### src/rtl/approx_mult_error_monitor.sv
// Error-statistics monitor for the 8-bit approximate multiplier.
// Compares each accepted product against the exact one and accumulates run statistics.
module approx_mult_error_monitor #(
  parameter int unsigned SAMPLES = 65536,
  parameter int unsigned SUM_W   = 40
) (
  input  logic             clk,
  input  logic             rst,
  input  logic             start,
  input  logic             in_valid,
  output logic             in_ready,
  input  logic [7:0]       in1,
  input  logic [7:0]       in2,
  input  logic [16:0]      approx_out,
  output logic             busy,
  output logic             done,
  output logic [16:0]      sample_cnt,
  output logic [16:0]      err_cnt,
  output logic [SUM_W-1:0] sum_ed,
  output logic [16:0]      max_ed,
  output logic [7:0]       max_in1,
  output logic [7:0]       max_in2
);

  localparam int unsigned CNT_W  = 17;
  localparam int unsigned SUM_XW = SUM_W + 1;
  localparam logic [CNT_W-1:0] LAST_CNT = CNT_W'(SAMPLES - 1);
  localparam logic [CNT_W-1:0] SAT_CNT  = CNT_W'(SAMPLES);

  typedef enum logic [1:0] {S_IDLE, S_RUN, S_DRAIN, S_DONE} state_t;

  state_t r_state, w_state_nxt;

  logic              w_in_ready, w_busy, w_done;
  logic              w_accept, w_start_ok;
  logic              r_s1_valid;
  logic [7:0]        r_s1_in1, r_s1_in2;
  logic [16:0]       r_s1_approx, r_s1_exact;
  logic [15:0]       w_prod;
  logic [16:0]       w_ed;
  logic [SUM_W:0]    w_sum_ext;
  logic [CNT_W-1:0]  r_sample_cnt, r_err_cnt;
  logic [SUM_W-1:0]  r_sum_ed;
  logic [16:0]       r_max_ed;
  logic [7:0]        r_max_in1, r_max_in2;

  // State register
  always_ff @(posedge clk) begin
    if (rst) r_state <= S_IDLE;
    else     r_state <= w_state_nxt;
  end

  // Next-state logic
  always_comb begin
    w_state_nxt = r_state;
    case (r_state)
      S_IDLE:  if (start) w_state_nxt = S_RUN;
      S_RUN:   if (w_accept && (r_sample_cnt == LAST_CNT)) w_state_nxt = S_DRAIN;
      S_DRAIN: if (!r_s1_valid) w_state_nxt = S_DONE;
      S_DONE:  if (start) w_state_nxt = S_RUN;
      default: w_state_nxt = S_IDLE;
    endcase
  end

  // Moore output decode
  always_comb begin
    w_in_ready = 1'b0;
    w_busy     = 1'b0;
    w_done     = 1'b0;
    case (r_state)
      S_RUN:   begin w_in_ready = 1'b1; w_busy = 1'b1; end
      S_DRAIN: w_busy = 1'b1;
      S_DONE:  w_done = 1'b1;
      default: ;
    endcase
  end

  assign w_accept   = in_valid && w_in_ready;
  assign w_start_ok = start && ((r_state == S_IDLE) || (r_state == S_DONE));
  assign w_prod     = 16'(in1) * 16'(in2);

  // Stage-2 error distance and saturating accumulation
  assign w_ed      = (r_s1_approx >= r_s1_exact) ? (r_s1_approx - r_s1_exact)
                                                 : (r_s1_exact - r_s1_approx);
  assign w_sum_ext = {1'b0, r_sum_ed} + SUM_XW'(w_ed);

  always_ff @(posedge clk) begin
    if (rst || w_start_ok) begin
      r_s1_valid   <= 1'b0;
      r_s1_in1     <= '0;
      r_s1_in2     <= '0;
      r_s1_approx  <= '0;
      r_s1_exact   <= '0;
      r_sample_cnt <= '0;
      r_err_cnt    <= '0;
      r_sum_ed     <= '0;
      r_max_ed     <= '0;
      r_max_in1    <= '0;
      r_max_in2    <= '0;
    end else begin
      r_s1_valid <= w_accept;
      if (w_accept) begin
        r_s1_in1    <= in1;
        r_s1_in2    <= in2;
        r_s1_approx <= approx_out;
        r_s1_exact  <= {1'b0, w_prod};
        if (r_sample_cnt != SAT_CNT) r_sample_cnt <= r_sample_cnt + CNT_W'(1);
      end
      if (r_s1_valid) begin
        if (w_ed != '0) r_err_cnt <= r_err_cnt + CNT_W'(1);
        r_sum_ed <= w_sum_ext[SUM_W] ? '1 : w_sum_ext[SUM_W-1:0];
        // Strictly greater keeps the first sample on ties
        if (w_ed > r_max_ed) begin
          r_max_ed  <= w_ed;
          r_max_in1 <= r_s1_in1;
          r_max_in2 <= r_s1_in2;
        end
      end
    end
  end

  assign in_ready   = w_in_ready;
  assign busy       = w_busy;
  assign done       = w_done;
  assign sample_cnt = r_sample_cnt;
  assign err_cnt    = r_err_cnt;
  assign sum_ed     = r_sum_ed;
  assign max_ed     = r_max_ed;
  assign max_in1    = r_max_in1;
  assign max_in2    = r_max_in2;

endmodule

### config.mk
export PLATFORM = sky130hd
export DESIGN_NAME = approx_mult_error_monitor
export DESIGN_NICKNAME = d
export VERILOG_FILES = /design/src/rtl/approx_mult_error_monitor.sv
export SDC_FILE = /design/constraint.sdc
export NUM_CORES = 1
export LEC_CHECK = 0
export BUFFER_PORTS_ARGS = -buffer_cell sky130_fd_sc_hd__buf_4
export CAP_MARGIN = 20
export CELL_PAD_IN_SITES_DETAIL_PLACEMENT = 1
export CELL_PAD_IN_SITES_GLOBAL_PLACEMENT = 2
export CORE_MARGIN = 3
export CORE_UTILIZATION = 38
export CTS_CLUSTER_DIAMETER = 120
export DETAILED_ROUTE_END_ITERATION = 6
export PLACE_DENSITY_LB_ADDON = 0.1
export SYNTH_ARGS = -nofsm -noshare
export SYNTH_HDL_FRONTEND = slang
export SYNTH_SLANG_ARGS = --single-unit
### constraint.sdc
create_clock -name clk -period 8 [get_ports clk]
set_input_delay 0.8 -clock clk [delete_from_list [all_inputs] [get_ports clk]]
set_output_delay 0.8 -clock clk [all_outputs]
set_load 0.02 [all_outputs]
* Word-level counts from Yosys, hierarchy flattened
Cells that the tools add are included.
Word-level totals: register bits 159, bits in latches 0, memory bits (writable) 0, ROM bits 0, input port bits 37, output and inout bits 110, logic and storage cells 50, memories kept 0
Operators by class: add/subtract/negate cells 5, $mul 1, div/mod/pow operators 0, magnitude comparators 2, equality and inequality tests 8, shift operators 0, mux-type cells 9, bitwise operators 0, reduce and logical (&&, ||, !) cells 13
Operators with widths (count):
- adder 40 x 17 -> 41 bit | 1
- 2-to-1 mux 40 bit | 1
- adder 17 x 1 -> 17 bit (second input constant) | 2
- == test 17 x 16 -> 1 bit (second input constant) | 1
- greater-or-equal comparator 17 x 16 -> 1 bit | 1
- > comparator 17 bit | 1
- 2-to-1 mux 17 bit | 1
- inequality test 17 bit (second input constant) | 1
- nonzero test 17 bit | 1
- subtractor 16 x 17 -> 17 bit | 1
- subtractor 17 x 16 -> 17 bit | 1
- multiplier 8 x 8 -> 16 bit | 1
- 2-to-1 mux 2 bit | 3
- one-hot mux 2 bit (3 select lines) | 1
- AND reduction 2 bit | 3
- == test 2 bit (second input constant) | 2
- inequality test 2 bit (second input constant) | 2
- OR reduction 2 bit | 2
- logical AND 1 bit | 3
- 2-to-1 mux 1 bit | 3
- AND reduction 3 bit | 1
- == test 2 x 1 -> 1 bit (second input constant) | 1
- logical NOT 2 bit | 1
- logical OR 1 bit | 2
- inequality test 2 x 1 -> 1 bit (second input constant) | 1

* Logic depth before layout (Yosys ltp)
Gate-level depths: netlist of the first run.
depth in word-level cells 6, depth in mapped cells 25, gate-level depth less buffers 23

* Worst setup path before layout of the first run
No wires, ideal clock.
path kind register to register, start point reg r_s1_approx[6], end point reg r_sum_ed[28], in the netlist sum_ed[28], setup time 0.133 ns, data arrival time 4.813 ns, required time 7.867 ns, slack 3.055 ns, stages on the path, launching flop included 20, path buffers 3, period minus slack after synthesis 4.945 ns, cells stage by stage dfxtp_1 > inv_1 > ha_1 > buf_2 > nand4_1 > or3_1 > o31ai_2 > clkbuf_1 > a211oi_1 > a211oi_1 > ha_1 > and2_1 > or3_1 > o31ai_1 > a21oi_1 > a311oi_1 > nor2_1 > nand2_1 > clkbuf_1 > a21oi_1
Between the ends: word-level cells in the longest chain between the ends 4, elaborated cells between the ends (all ways) 6, classes of those cells add/sub: 3; order compare: 1; mux: 2
RTL lines:
- from (decl) | RTL line 38 | logic [16:0] r_s1_approx, r_s1_exact;
- from (signal assigned) | RTL line 105 | r_s1_approx <= approx_out;
- subtractor 16 x 17 -> 17 bit, or another cell as far along | RTL line 84 | : (r_s1_exact - r_s1_approx);
- 2-to-1 mux 17 bit (*) | RTL line 83 | assign w_ed = (r_s1_approx >= r_s1_exact) ? (r_s1_approx - r_s1_exact)
- named net w_ed[7] | RTL line 40 | logic [16:0] w_ed;
- adder 40 x 17 -> 41 bit (*) | RTL line 85 | assign w_sum_ext = {1'b0, r_sum_ed} + SUM_XW'(w_ed);
- 2-to-1 mux 40 bit (*) | RTL line 111 | r_sum_ed <= w_sum_ext[SUM_W] ? '1 : w_sum_ext[SUM_W-1:0];
- to (signal assigned) | RTL line 111
- to (decl) | RTL line 43 | logic [SUM_W-1:0] r_sum_ed;
Mark *: on every way through the listed nets, which the timed path passes. The rest lies on a longest branch. A chain may end at the register's enable or synchronous reset.

* Worst setup path after layout of the first run
start point reg r_s1_approx[4], end point reg r_sum_ed[23], in the netlist sum_ed[23]
The elaborated chain is that of the path after synthesis.

==> impl_metrics.env, run 1 <==
export IMPL_status="finished clean"
export IMPL_cts_buffers=17
export IMPL_syn_inst=1404
export IMPL_yosys_area_top_type="dfxtp_1"
export IMPL_cp_start_kind="flip-flop"
export IMPL_synth_area_sq_um=11400
export IMPL_grt_max_degree=72
export IMPL_via_per_inst=5.30
export IMPL_ctsLongestPathBuffers=2
export IMPL_met3_length_um=1000
export IMPL_ios=147
export IMPL_clkTransAtPathRegs_ns=0.07
export IMPL_post_cts_resized=0
export IMPL_top_layer="met4"
export IMPL_maxCapViolations=0
export IMPL_holdCritPathClass="flip-flop to flip-flop"
export IMPL_clock_latency_ns=0.44
export IMPL_fin_crit_sh_pct=84.8
export IMPL_final_max_slew_viol_count=0
export IMPL_p_leak_nw=5.80
export IMPL_grt_pass1_wl_um=55400
export IMPL_yosys_warnings=0
export IMPL_layout_commonest_cell="nand2_1"
export IMPL_met1_length_um=16700
export IMPL_htreeDepth=4
export IMPL_globalplace_congestion=0.817
export IMPL_postCtsSetupBuffers=0
export IMPL_grt_overflow=0
export IMPL_firstDrtPassIters=4
export IMPL_arrival_ns=7.07
export IMPL_fin_setup_tns_ns=0
export IMPL_dr_total_vias=10113
export IMPL_synthTopCellsByArea="dfxtp_1, ha_1, fa_1"
export IMPL_avgRoutedWirePerCell_um=18.0
export IMPL_antenna_found_initial=1
export IMPL_portBuffers=146
export IMPL_ant_nets=0
export IMPL_grt_pass1_vias=10347
export IMPL_rsz0062_at_grt="false"
export IMPL_ys_types=69
export IMPL_drive_gt1_share_pct=14.1
export IMPL_final_cell_area_sq_um=13400
export IMPL_dieHeight_um=179
export IMPL_cp_max_fo=17
export IMPL_tightest_slew_ns=0.963
export IMPL_area_delta_synth_final_pct=17.8
export IMPL_nFillCells=3549
export IMPL_report_final_setup_viol=0
export IMPL_ys_seq_elements=159
export IMPL_root_buffer="clkbuf_16"
export IMPL_critPathKind="flip-flop to flip-flop"
export IMPL_cts_sinks=159
export IMPL_cp_required_ns=8.29
export IMPL_synth_edf_count=0
export IMPL_hpwl_um=26200
export IMPL_finalHoldViolations=0
export IMPL_synth_net_count=1590
export IMPL_final_cell_mix="nand2_1, dfxtp_1, buf_4, inv_1"
export IMPL_syn_avg_cell_area_sq_um=8.10
export IMPL_period_needed_ns=6.78
export IMPL_cts_tree="done"
export IMPL_crit_path_end_kind="flip-flop"
export IMPL_ctsHoldBuffers=0
export IMPL_die_x_um=179
export IMPL_grt_usage_pct=21.6
export IMPL_num_rows=62
export IMPL_clock_skew_ns=0.0177
export IMPL_synthArstFlopShare_pct=0
export IMPL_dieArea_sq_um=32000
export IMPL_dr_wl_met2_um=16200
export IMPL_drtIter0Drc=443
export IMPL_max_vdd_ir_drop_mv=0.259
export IMPL_wl_um=34300
export IMPL_initial_core_util_pct=39.1
export IMPL_core_sq_um=29100
export IMPL_finalNetCount=1695
export IMPL_yosysTopAreaCellShare_pct=28.0
export IMPL_fmax_mhz=147
export IMPL_place_area_sq_um=12800
export IMPL_ys_seq_area_share_pct=28.0
export IMPL_drc=0
export IMPL_powerDensity_nw_per_um2=390
export IMPL_slew_limit_headroom_pct=35.4
export IMPL_synthFlopType="dfxtp_1"
synthesized netlist by cell type (all sizes together) (5+ instances only):
cell    count
or3        15
xnor2      21
ha        110
or4         6
a31oi       5
clkbuf     43
inv       129
o21a        9
a21o       31
nor2b      13
buf        27
and2       37
nand2b     16
fa         39
o22ai      15
dfxtp     159
a221oi      5
xor2       38
a211oi     24
nand4      23
mux2i      35
nor2      116
nor3       21
and3       13
nand2     185
or2         8
nand3      25
nor4        9
o21ai      47
a21oi     116
o31ai       6
o311ai      5
final timing paths:
check	from	end	slack (ns)	depth (start not counted)
max	r_s1_approx[4]	sum_ed[23]	1.22	20
min	r_s1_in1[6]	r_s1_in1[6]	0.46	2
max reg2reg	r_s1_approx[4]	sum_ed[23]	1.22	20
min reg2reg	r_s1_in1[6]	r_s1_in1[6]	0.46	2
power breakdown:
group / switching (mW) / internal, mW
registers: 0.0446 / 0.840
clock network: 0.428 / 0.432
logic: 2.14 / 1.34
routing by layer:
metal	vias to the layer above	GRT usage, %
met3	24	2.77
met5	-	0
met1	4943	30.3
met4	0	5.00
met2	142	35.5
li1	5004	-
critical path, cell delays in order (launching register included):
cell,delay (ns)
dfxtp_1,0.36
inv_1,0.05
ha_1,0.47
a21o_1,0.27
a31oi_4,0.22
a2111oi_4,0.12
o31ai_2,0.79
nand2_1,0.60
a211oi_1,0.77
ha_1,0.40
o21a_1,0.20
o21ai_0,0.24
a21oi_1,0.11
o31ai_1,0.10
a21oi_1,0.19
a311oi_1,0.59
nor2_1,0.25
nand2_1,0.56
nand4_1,0.16
o21ai_0,0.11
nor3_1,0.07
flip-flops by register name, indices dropped and copies added, names as in the netlist:
name         count
max_ed          17
r_s1_valid       1
r_s1_exact      16
r_state          2
r_s1_approx     17
sum_ed          40
max_in2          8
sample_cnt      17
err_cnt         17
r_s1_in2         8
max_in1          8
r_s1_in1         8
layout make-up:
cell class / instances / area [sq um] / area share [%]
Tap cell: 384 / 480 / 3.59
Clock inverter: 15 / 209 / 1.56
Timing Repair Buffer: 156 / 1170 / 8.74
Multi-Input combinational cell: 1046 / 7440 / 55.5
Antenna cell: 1 / 2.50 / 0.0187
Clock buffer: 17 / 425 / 3.18
Sequential cell: 159 / 3180 / 23.8
Inverter: 129 / 484 / 3.62
cells by family (layout without fill, tap and decap cells):
family / after synthesis / count (layout) / share of synthesized area (%)
other cells: 0 / 1 / 0
flops: 159 / 159 / 28.0
mux: 35 / 35 / 3.08
xor+xnor: 59 / 59 / 4.61
fa+ha+maj: 149 / 149 / 19.0
buf+inv: 199 / 317 / 6.89
compound gates: 301 / 301 / 17.5
simple gates: 502 / 502 / 20.9
per-stage QoR:
step	std cells	utilization [%]	power, mW	hold WS (ns)	worst slack (ns)
floorplan	1404	-	3.40	0.436	3.05
global placement	1874	43.8	4.31	0.447	1.46
detailed placement	1874	43.8	4.37	0.451	1.27
CTS	1906	46.0	5.26	0.460	1.22
global route	1907	46.0	5.68	0.491	0.544
finish	1907	46.0	5.23	0.460	1.22
(Power assumes the default switching activity.)
==> inputs of run 2 (changes only) <==
- CORE_UTILIZATION: 38 -> 35
- clock period: 8 -> 6.5 ns (I/O delays scaled with it)
==> run 2 against run 1 <==
  * Via count fell by 0.29%
  * Core utilization decreased by 3.5 points
  * Die area rose by 8.3%
  * Register-to-register slack worse by 0.46 ns
  * Fmax increased by 18%
  * Clock-buffer cell count up 1
  * Sequential share of layout area is 0.22 points lower
  * Critical path type unchanged
  * Critical endpoint is now sum_ed[30]
==> impl_metrics.env, run 2 (synthesis gave the netlist of run 1 again) <==
export IMPL_cts_tree="done"
export IMPL_dieHeight_um=186
export IMPL_ctsHoldBuffers=0
export IMPL_grt_overflow=0
export IMPL_final_cells=1964
export IMPL_fin_crit_sh_pct=88.4
export IMPL_tightest_slew_ns=1.03
export IMPL_critPathKind="flip-flop to flip-flop"
export IMPL_avgRoutedWirePerCell_um=17.3
export IMPL_antenna_found_initial=0
export IMPL_root_buffer="clkbuf_16"
export IMPL_grt_usage_pct=19.9
export IMPL_crit_path_end_kind="flip-flop"
export IMPL_cts_buffers=17
export IMPL_fin_setup_tns_ns=0
export IMPL_dp_cells=1932
export IMPL_grt_pass1_vias=10181
export IMPL_holdCritPathClass="input pin to flip-flop"
export IMPL_hold_slack_ns=0.400
export IMPL_hpwl_um=26100
export IMPL_drc=0
export IMPL_largest_reg_flops=40
export IMPL_globalplace_congestion=0.837
export IMPL_ios=147
export IMPL_grt_pass1_wl_um=55200
export IMPL_cp_required_ns=6.86
export IMPL_slew_limit_headroom_pct=31.5
export IMPL_clock_latency_ns=0.45
export IMPL_drive_gt1_share_pct=14.4
export IMPL_post_cts_resized=0
export IMPL_drtIter0Drc=435
export IMPL_rsz0062_at_grt="false"
export IMPL_maxCapViolations=0
export IMPL_arrival_ns=6.10
export IMPL_ctsLongestPathBuffers=2
export IMPL_cp_max_fo=16
export IMPL_fmax_mhz=174
export IMPL_ant_nets=0
export IMPL_htreeDepth=4
export IMPL_max_vdd_ir_drop_mv=0.253
export IMPL_insertedDiodeCount=0
export IMPL_via_per_inst=5.13
export IMPL_place_area_sq_um=12900
export IMPL_wl_um=34000
export IMPL_powerDensity_nw_per_um2=476
export IMPL_core_sq_um=31800
export IMPL_pre_cts_ws_ns=0.810
export IMPL_period_needed_ns=5.75
export IMPL_clkTransAtPathRegs_ns=0.07
export IMPL_die_x_um=186
export IMPL_num_rows=65
export IMPL_final_cell_area_sq_um=13500
export IMPL_area_delta_synth_final_pct=18.9
export IMPL_postCtsSetupBuffers=0
export IMPL_final_cell_mix="nand2_1, buf_4, dfxtp_1, inv_1"
export IMPL_cts_sinks=159
export IMPL_firstDrtPassIters=5
export IMPL_portBuffers=146
export IMPL_finalWorstSetupSlack_ns=0.753
export IMPL_r2r_setup_slack_ns=0.75
export IMPL_finalHoldViolations=0
export IMPL_report_final_setup_viol=0
export IMPL_final_max_slew_viol_count=0
export IMPL_p_leak_nw=5.83
export IMPL_dr_total_vias=10084
export IMPL_finalNetCount=1702
export IMPL_grt_max_degree=72
export IMPL_dieArea_sq_um=34700
export IMPL_clock_skew_ns=0.0137
export IMPL_cp_start_kind="flip-flop"
export IMPL_status="finished clean"
export IMPL_initial_core_util_pct=35.8
export IMPL_layout_commonest_cell="nand2_1"
## run 2: worst paths after layout
| kind | startpoint | endpoint | cells past startpoint |
|---|---|---|---|
| setup / recovery | r_s1_approx[11] | sum_ed[30] | 21 |
| hold / removal | rst | r_state[0] | 2 |
| setup reg to reg | r_s1_approx[11] | sum_ed[30] | 21 |
| hold reg to reg | r_s1_in1[0] | r_s1_in1[0] | 2 |
## run 2: routing by layer
layer	wire length, um	track usage (%)	part of all wire, %	vias up
met4	362	4.44	1.1	0
met2	15600	32.1	46	152
met3	1090	2.84	3.2	22
li1	-	-	-	5020
met5	0	0	0	-
met1	17000	28.4	50	4890
## run 2: per-stage QoR
step                utilization [%]  total power [mW]
floorplan                         -              4.19
global placement               40.5              5.28
detailed placement             40.5              5.35
CTS                            42.5              6.49
global route                   42.5              7.03
finish                         42.5              6.43
## run 2: worst max-delay path, cell delays in order, from the launching register on
cell,delay (ns)
dfxtp_1,0.40
inv_1,0.07
ha_1,0.54
nand2_1,0.21
or3_1,0.45
o31a_1,0.48
nand2_1,0.17
buf_4,0.19
mux2i_1,0.17
fa_1,0.46
nor2b_1,0.12
o21ai_0,0.11
a21boi_0,0.35
o31ai_1,0.19
a21oi_1,0.31
a311oi_1,0.15
buf_4,0.17
nand2b_1,0.19
or3_1,0.41
nor2_1,0.20
a31oi_1,0.11
a211oi_1,0.21
## run 2: cell type report
class | count | area, sq um
well taps | 435 | 544
fillers | 3820 | 18300
repair buffers | 163 | 1240
clock buffers | 18 | 429
multi-input cells | 1046 | 7440
inverters | 129 | 484
clock inverters | 14 | 203
flip-flops and latches | 159 | 3180
## run 2: power breakdown
part           switching (mW)  internal [mW]  leakage [nW]
registers              0.0568           1.03          1.28
logic                    2.52           1.71          4.25
clock network           0.455          0.650         0.300
total                    3.03           3.40          5.83
